$ cat config.mk
export PLATFORM = sky130hd
export DESIGN_NAME = tx_frame_sender
export DESIGN_NICKNAME = d
export VERILOG_FILES = /design/src/rtl/tx_frame_sender.sv
export SDC_FILE = /design/constraint.sdc
export NUM_CORES = 1
export LEC_CHECK = 0
export CORE_AREA = 2 2 109 111
export CTS_CLUSTER_SIZE = 20
export DETAILED_ROUTE_END_ITERATION = 7
export DIE_AREA = 0 0 111 113
export PLACE_DENSITY = 0.77
export SLEW_MARGIN = 20
export SYNTH_ARGS = -nofsm -noshare
export SYNTH_HDL_FRONTEND = slang
export SYNTH_SLANG_ARGS = --single-unit
$ cat constraint.sdc
create_clock -name clk -period 3.4 [get_ports clk]
set_input_delay 0.68 -clock clk [delete_from_list [all_inputs] [get_ports clk]]
set_output_delay 0.68 -clock clk [all_outputs]
set_load 0.02 [all_outputs]
$ cat src/rtl/tx_frame_sender.sv
// tx_frame_sender
//   Pulls a frame length from a show-ahead length FIFO and then that many
//   beats from a show-ahead data FIFO, pushing them to a MAC over a
//   valid/ready interface. Short frames are padded with PAD_VAL up to
//   MIN_LEN beats. After each frame an inter-frame gap of IFG idle cycles
//   is held.
//
// Ports
//   clk, rst          clock; asynchronous active-low reset
//   len_data/empty/rd length FIFO head, empty flag, pop strobe
//   byte_data/empty/rd data FIFO head, empty flag, pop strobe
//   tx_data/valid/last MAC beat, registered output stage
//   tx_ready          MAC accepts the current beat
//   busy              high whenever a frame is in flight (not IDLE)
//   frames_sent       wrapping count of completed frames
//   underrun          one-cycle pulse for each load slot starved of data
module tx_frame_sender #(
    parameter int DATA_W  = 8,
    parameter int LEN_W   = 16,
    parameter int MIN_LEN = 60,
    parameter int PAD_VAL = 0,
    parameter int IFG     = 12
) (
    input  logic              clk,
    input  logic              rst,
    input  logic [LEN_W-1:0]  len_data,
    input  logic              len_empty,
    output logic              len_rd,
    input  logic [DATA_W-1:0] byte_data,
    input  logic              byte_empty,
    output logic              byte_rd,
    output logic [DATA_W-1:0] tx_data,
    output logic              tx_valid,
    output logic              tx_last,
    input  logic              tx_ready,
    output logic              busy,
    output logic [15:0]       frames_sent,
    output logic              underrun
);

    if ((MIN_LEN >> LEN_W) != 0) begin : g_bad_min_len
        $error("tx_frame_sender: MIN_LEN does not fit in LEN_W bits");
    end

    localparam logic [LEN_W-1:0]  MIN_LEN_C = LEN_W'(MIN_LEN);
    localparam logic [DATA_W-1:0] PAD_C     = DATA_W'(PAD_VAL);
    // Last GAP counter value before returning to IDLE.
    localparam logic [15:0]       IFG_M1    = (IFG == 0) ? 16'd0 : 16'(IFG - 1);

    typedef enum logic [1:0] {IDLE, SEND, PAD, GAP} state_t;

    state_t            r_state, w_state_nxt;
    logic [LEN_W-1:0]  r_len, r_tgt, r_cnt;
    logic [LEN_W-1:0]  w_cnt_inc;
    logic [15:0]       r_ifg;
    logic [15:0]       r_frames;
    logic [DATA_W-1:0] r_tx_data;
    logic              r_tx_valid, r_tx_last;

    logic w_slot;       // output stage may load this cycle
    logic w_start;      // accept a non-zero length
    logic w_drop;       // discard a zero length
    logic w_load_data;  // load a data beat (pops the data FIFO)
    logic w_load_pad;   // load a pad beat
    logic w_starve;     // SEND slot free but no data
    logic w_last_acc;   // final beat of the frame accepted

    assign w_slot    = !r_tx_valid || tx_ready;
    assign w_cnt_inc = r_cnt + 1'b1;

    always_comb begin
        w_state_nxt = r_state;
        w_start     = 1'b0;
        w_drop      = 1'b0;
        w_load_data = 1'b0;
        w_load_pad  = 1'b0;
        w_starve    = 1'b0;
        w_last_acc  = 1'b0;
        case (r_state)
            IDLE: begin
                if (!len_empty) begin
                    if (len_data == '0) begin
                        w_drop = 1'b1;
                    end else begin
                        w_start     = 1'b1;
                        w_state_nxt = SEND;
                    end
                end
            end
            SEND: begin
                // cnt < len always holds here: we leave SEND on the last data beat.
                if (w_slot) begin
                    if (!byte_empty) begin
                        w_load_data = 1'b1;
                        if (w_cnt_inc == r_len)
                            w_state_nxt = (r_len < MIN_LEN_C) ? PAD : GAP;
                    end else begin
                        w_starve = 1'b1;
                    end
                end
            end
            PAD: begin
                if (w_slot) begin
                    w_load_pad = 1'b1;
                    if (w_cnt_inc == r_tgt)
                        w_state_nxt = GAP;
                end
            end
            GAP: begin
                // First drain the final beat, then count IFG empty cycles.
                if (r_tx_valid) begin
                    if (tx_ready) begin
                        w_last_acc = 1'b1;
                        if (IFG == 0)
                            w_state_nxt = IDLE;
                    end
                end else if (r_ifg == IFG_M1) begin
                    w_state_nxt = IDLE;
                end
            end
            default: w_state_nxt = IDLE;
        endcase
    end

    always_ff @(posedge clk or negedge rst) begin
        if (!rst) begin
            r_state    <= IDLE;
            r_len      <= '0;
            r_tgt      <= '0;
            r_cnt      <= '0;
            r_ifg      <= '0;
            r_frames   <= '0;
            r_tx_data  <= '0;
            r_tx_valid <= 1'b0;
            r_tx_last  <= 1'b0;
        end else begin
            r_state <= w_state_nxt;
            if (w_start) begin
                r_len <= len_data;
                r_tgt <= (len_data < MIN_LEN_C) ? MIN_LEN_C : len_data;
                r_cnt <= '0;
            end
            if (w_load_data || w_load_pad) begin
                r_tx_data  <= w_load_data ? byte_data : PAD_C;
                r_tx_valid <= 1'b1;
                r_tx_last  <= (w_cnt_inc == r_tgt);
                r_cnt      <= w_cnt_inc;
            end else if (w_starve) begin
                r_tx_valid <= 1'b0;
            end
            if (w_last_acc) begin
                r_tx_valid <= 1'b0;
                r_tx_last  <= 1'b0;
                r_frames   <= r_frames + 16'd1;
                r_ifg      <= '0;
            end else if (r_state == GAP && !r_tx_valid) begin
                r_ifg <= r_ifg + 16'd1;
            end
        end
    end

    // Strobes are gated by rst so they drop the moment reset asserts,
    // even while a FIFO still presents data.
    assign len_rd      = rst && (w_start || w_drop);
    assign byte_rd     = rst && w_load_data;
    assign underrun    = rst && w_starve;
    assign busy        = (r_state != IDLE);
    assign tx_data     = r_tx_data;
    assign tx_valid    = r_tx_valid;
    assign tx_last     = r_tx_last;
    assign frames_sent = r_frames;

endmodule

## Word-level counts from Yosys, hierarchy flattened

Index checks and enable logic that the tools add are counted.

- Bits in registers: 92
- Bits in latches: 0
- RAM bits: 0
- Memory bits (read-only): 0
- Bits of input ports: 29
- Output and inout bits: 30
- Memories kept: 0

- Add/sub/neg operators: 3
- $mul: 0
- Divide/modulo/power cells: 0
- $lt $le $gt $ge: 2
- Eq/ne operators: 15
- Shifts and indexed selects: 0
- Muxes and demuxes: 39
- Bitwise logic cells: 0
- Reduce and logical (&&, ||, !) cells: 16

Operators with widths:

| kind | count |
|---|---|
| $mux W16 | 5 |
| $add A16 B1 Y16 const B | 3 |
| $eq A16 B16 Y1 | 2 |
| $lt A16 B6 Y1 const B | 2 |
| $mux W1 | 23 |
| $mux W2 | 9 |
| $ne A2 B2 Y1 const B | 9 |
| $eq A16 B4 Y1 const B | 1 |
| $logic_not A16 Y1 | 1 |
| $reduce_and A9 Y1 | 1 |
| $mux W8 | 1 |
| $pmux W2 S4 | 1 |
| $reduce_bool A2 Y1 | 4 |
| $eq A2 B2 Y1 const B | 2 |
| $logic_and A1 B1 Y1 | 4 |
| $logic_or A1 B1 Y1 | 3 |
| $reduce_bool A3 Y1 | 1 |
| $eq A2 B1 Y1 const B | 1 |
| $logic_not A2 Y1 | 1 |
| $logic_not A1 Y1 | 1 |

## Depth between registers and ports, before layout

- Depth in word-level cells: 7
- Gate-level depth with buffers: 11
- Depth with buffers taken out: 9

## Worst setup path before layout

OpenSTA, ideal clock, no wires.

- Kind: reg2reg
- Start point: register r_cnt[1]
- End point: register r_state[1]
- Library setup time: 0.125 ns
- Arrival: 3.143 ns
- Data required time: 3.275 ns
- Path slack: 0.131 ns
- Stages on the path, launching flop included: 11
- Buffers on the path: 1
- Period minus slack after synthesis: 3.269 ns
- Cells stage by stage: dfrtp_1 -> ha_1 -> buf_2 -> nand3_4 -> nor4_1 -> xnor2_1 -> xnor2_1 -> or4_1 -> or4_4 -> a21o_1 -> mux2_4

- Longest elaborated chain between the ends: 4
- Elaborated cells between the ends (all ways): 6
- Those cells by class: 1 x add/sub; 4 x eq/ne; 1 x reduce/logical

RTL lines:

| item | RTL line | source |
|---|---|---|
| start: declaration | 53 | `logic [LEN_W-1:0] r_len, r_tgt, r_cnt;` |
| start signal: assignment | 147 | `r_cnt <= w_cnt_inc;` |
| $add A16 B1 Y16 (*) | 69 | `assign w_cnt_inc = r_cnt + 1'b1;` |
| $eq A16 B16 Y1 (on tied branches) | 105, 95 |  |
| $ne A2 B2 Y1 (no source line) | -- |  |
| $reduce_and A9 Y1 (no source line) (*) | -- |  |
| end signal: assignment | 137 | `r_state <= w_state_nxt;` |
| end: declaration | 52 | `state_t r_state, w_state_nxt;` |

Mark *: on every way between the ends. The rest lies on a longest branch, timed or not.
A chain may end at the register's enable or synchronous reset.

## Final worst setup path

- Start point: register r_cnt[4]
- End point: register r_state[1]

Same word-level chain as after synthesis.

==> run metrics <==
status=complete, no violations; DR pass1 iterations=5; total setup buffers inserted after CTS=0; Period minus WS final=3.13 ns; Reg area=2300 sq um; Synth Net Count=588; n_diodes=0; internal power=0.00282 W; Iteration-0 DRC Markers=325; post-DP HPWL=8.85 mm; Detail Route Antenna Nets=0; #FFs+latches synth=92; Synth area leaders=dfrtp_1, nand2_1, xnor2_1; total chip power=0.00456 W; worst vdd ir=0.492 mV; via count=4226; cts bufs inserted=9; Comb pwr share=39.5%; Tightest Pin Transition=0.828 ns; most common cell after layout, fill and taps aside=nand2_1; Yosys cell types=60; WL met1=5.26 mm; Layout fillers=1025; hold buffers post-CTS=0; yosys warns=0; Mapped Area=5020 sq um; Sw Ratio=38.1%; Die Height=113 um; Worst Path Required=3.63 ns; Finish-stage setup viols=0; Min-Delay Path Class=in -> async; crit path DAT=3.36 ns; Rel. slew slack=44.8%; Sink Count=92; post-synthesis sequential area ratio=45.8%; CTS max path bufs=2; fin crit share=92.0%; clock skew=0.0101 ns; Pwr Density=745 nW/um^2; Worst-Skew Late Latency=0.35 ns; CP Launch Type=flop; internal reg-to-reg setup slack=0.27 ns; placer congestion estimate=0.927; grt total ovfl=0; Die X=111 um; met2 wire length=5.73 mm; leakage power=2.69 nW; vias in the first global route=4097; first-pass GRT wire length=20.2 mm; Sequential Power Share=38.4%; all-layer global routing usage=19.6%; PortBufs=58; Post-synth EDFFs=0; initial antenna violation count=0; multi-input combinational cell area=2550 sq um; area post-placement=5810 sq um; Avg Cell Area, Syn=9.12 sq um; I/O pins=59; share of the synthesized area in the top cell type=45.8%; drt drc=0; Core Area=11300 sq um; setup TNS=0 ns; DR WL met3=700 um; Final Slew Violations=0; Cells after Synth=551; Die ar.=12500 sq um; Top Metal Used=met4; Max Cap Viol=0; Top FF cell, synth=dfrtp_1; cell row count=39; Worst Path Max Fanout=10; TritonCTS clock tree=built; share of layout cells above drive strength 1=8.09%; Synth-to-Final Area Change=21.7%; Max Clk Rate=0.320 GHz; post-route cell area=6120 sq um; ys async rst share=100%; CP Class=reg -> reg; post-cts repair resize count=0; Clock transition at path regs=0.07 ns; final hold vios=0; pin count of the biggest net entering global routing=68; Initial Util=44.6%; Clock Tree Root=clkbuf_16; Net Sw Power=0.00174 W; top cell type by total area after synthesis=dfrtp_1; unrepaired setup endpoints after global routing=false; commonest cells after routing, fill and taps aside=nand2_1, dfrtp_1, clkdlybuf4s50_1; DR vias/cell=5.55; Total Wirelength=11.9 mm; power share of the clock group=22.2%; CP Capture Type=flop; Final nets=650; H-tree depth=3; per-cell routed wire length=15.7 um
## stage by stage
stage	cells	worst slack, ns	hold slack, ns	utilization (%)
after floorplan	551	0.131	0.384	-
after global placement	745	0.224	0.461	51.6
after detailed placement	745	0.147	0.470	51.6
after CTS	761	0.285	0.241	54.3
after global routing	761	0.118	0.251	54.3
final	761	0.273	0.238	54.3
## final cells by class
| cell class | instances | area share, % |
|---|---|---|
| inverters | 14 | 0.859 |
| well taps | 143 | 2.93 |
| repair buffers | 78 | 11.9 |
| flip-flops and latches | 92 | 37.6 |
| multi-input cells | 418 | 41.7 |
| clock buffers | 11 | 3.97 |
| clock inverters | 5 | 0.982 |
## Yosys cell counts, types with 2 or more instances
cell       count
nand2_1      125
a22o_1        11
xnor3_1        2
nor3_1         8
clkbuf_1      14
mux2i_1        2
nor2_1        40
and3_1        11
o2111ai_1      2
nand3_4        2
a2111oi_0      2
ha_1           8
xor2_1        23
nor3b_1        4
or3_1          3
nand2b_1       2
or4_1          4
a211oi_1       2
nor4b_1        2
nand3_1       18
buf_1          2
buf_4          4
dfrtp_1       92
inv_1         14
buf_2          6
nand3b_1       2
nor3_2         2
o21ai_0       33
a31oi_1        6
o31ai_1        5
a211o_1        2
nor4_1         9
o211ai_1       2
nand4_1       13
nor2b_1        2
o22ai_1        2
a21oi_1        5
xnor2_1       43
## logic make-up (layout without fill, tap and decap cells)
kind of cell,after synthesis,after routing,share of synthesized area [%]
fa+ha+maj,9,9,2.19
simple gates,254,254,24.0
flops,92,92,45.8
mux,4,4,0.921
buf+inv,41,108,3.59
xor+xnor,68,68,12.4
compound gates,83,83,11.1
## registers in the layout, indices dropped and copies added (netlist names)
signal,cells
frames_sent,16
r_cnt,16
r_ifg,16
r_len,16
r_tgt,16
tx_data,8
r_state,2
tx_last,1
tx_valid,1
## metal layers
| metal | track usage [%] | up-vias |
|---|---|---|
| met2 | 31.9 | 150 |
| met5 | 0 | - |
| met3 | 4.07 | 27 |
| met1 | 26.3 | 2021 |
| li1 | - | 2028 |
| met4 | 7.08 | 0 |
## path summary, 6_finish.rpt
path	from	to	depth (start not counted)
worst max-delay path	r_cnt[4]	r_state[1]	8
worst min register to register	frames_sent[15]	frames_sent[15]	1
worst min-delay path	rst	frames_sent[0]	1
min in group clk	frames_sent[15]	frames_sent[15]	1
max in group asynchronous	rst	r_len[8]	2
worst max register to register	r_cnt[4]	r_state[1]	8
## critical path, stage by stage, from the launching register on
cell and delay [ns]:
dfrtp_1 0.58, nand3_4 0.20, nor4_1 0.36, xnor2_1 0.16, xnor2_1 0.14, or4_1 0.50
or4_4 0.55, a21o_1 0.22, mux2_4 0.30
## power by group through the flow
| stage | Combinational, W | Sequential [W] | Clock (W) |
|---|---|---|---|
| after floorplan | 0.00115 | 0.00174 | 0 |
| after global placement | 0.00172 | 0.00173 | 0 |
| after detailed placement | 0.00179 | 0.00176 | 0 |
| after CTS | 0.00181 | 0.00174 | 0.00103 |
| after global routing | 0.00199 | 0.00179 | 0.00108 |
| final | 0.00180 | 0.00175 | 0.00101 |
No activity file was read; power rests on OpenSTA's default activity.
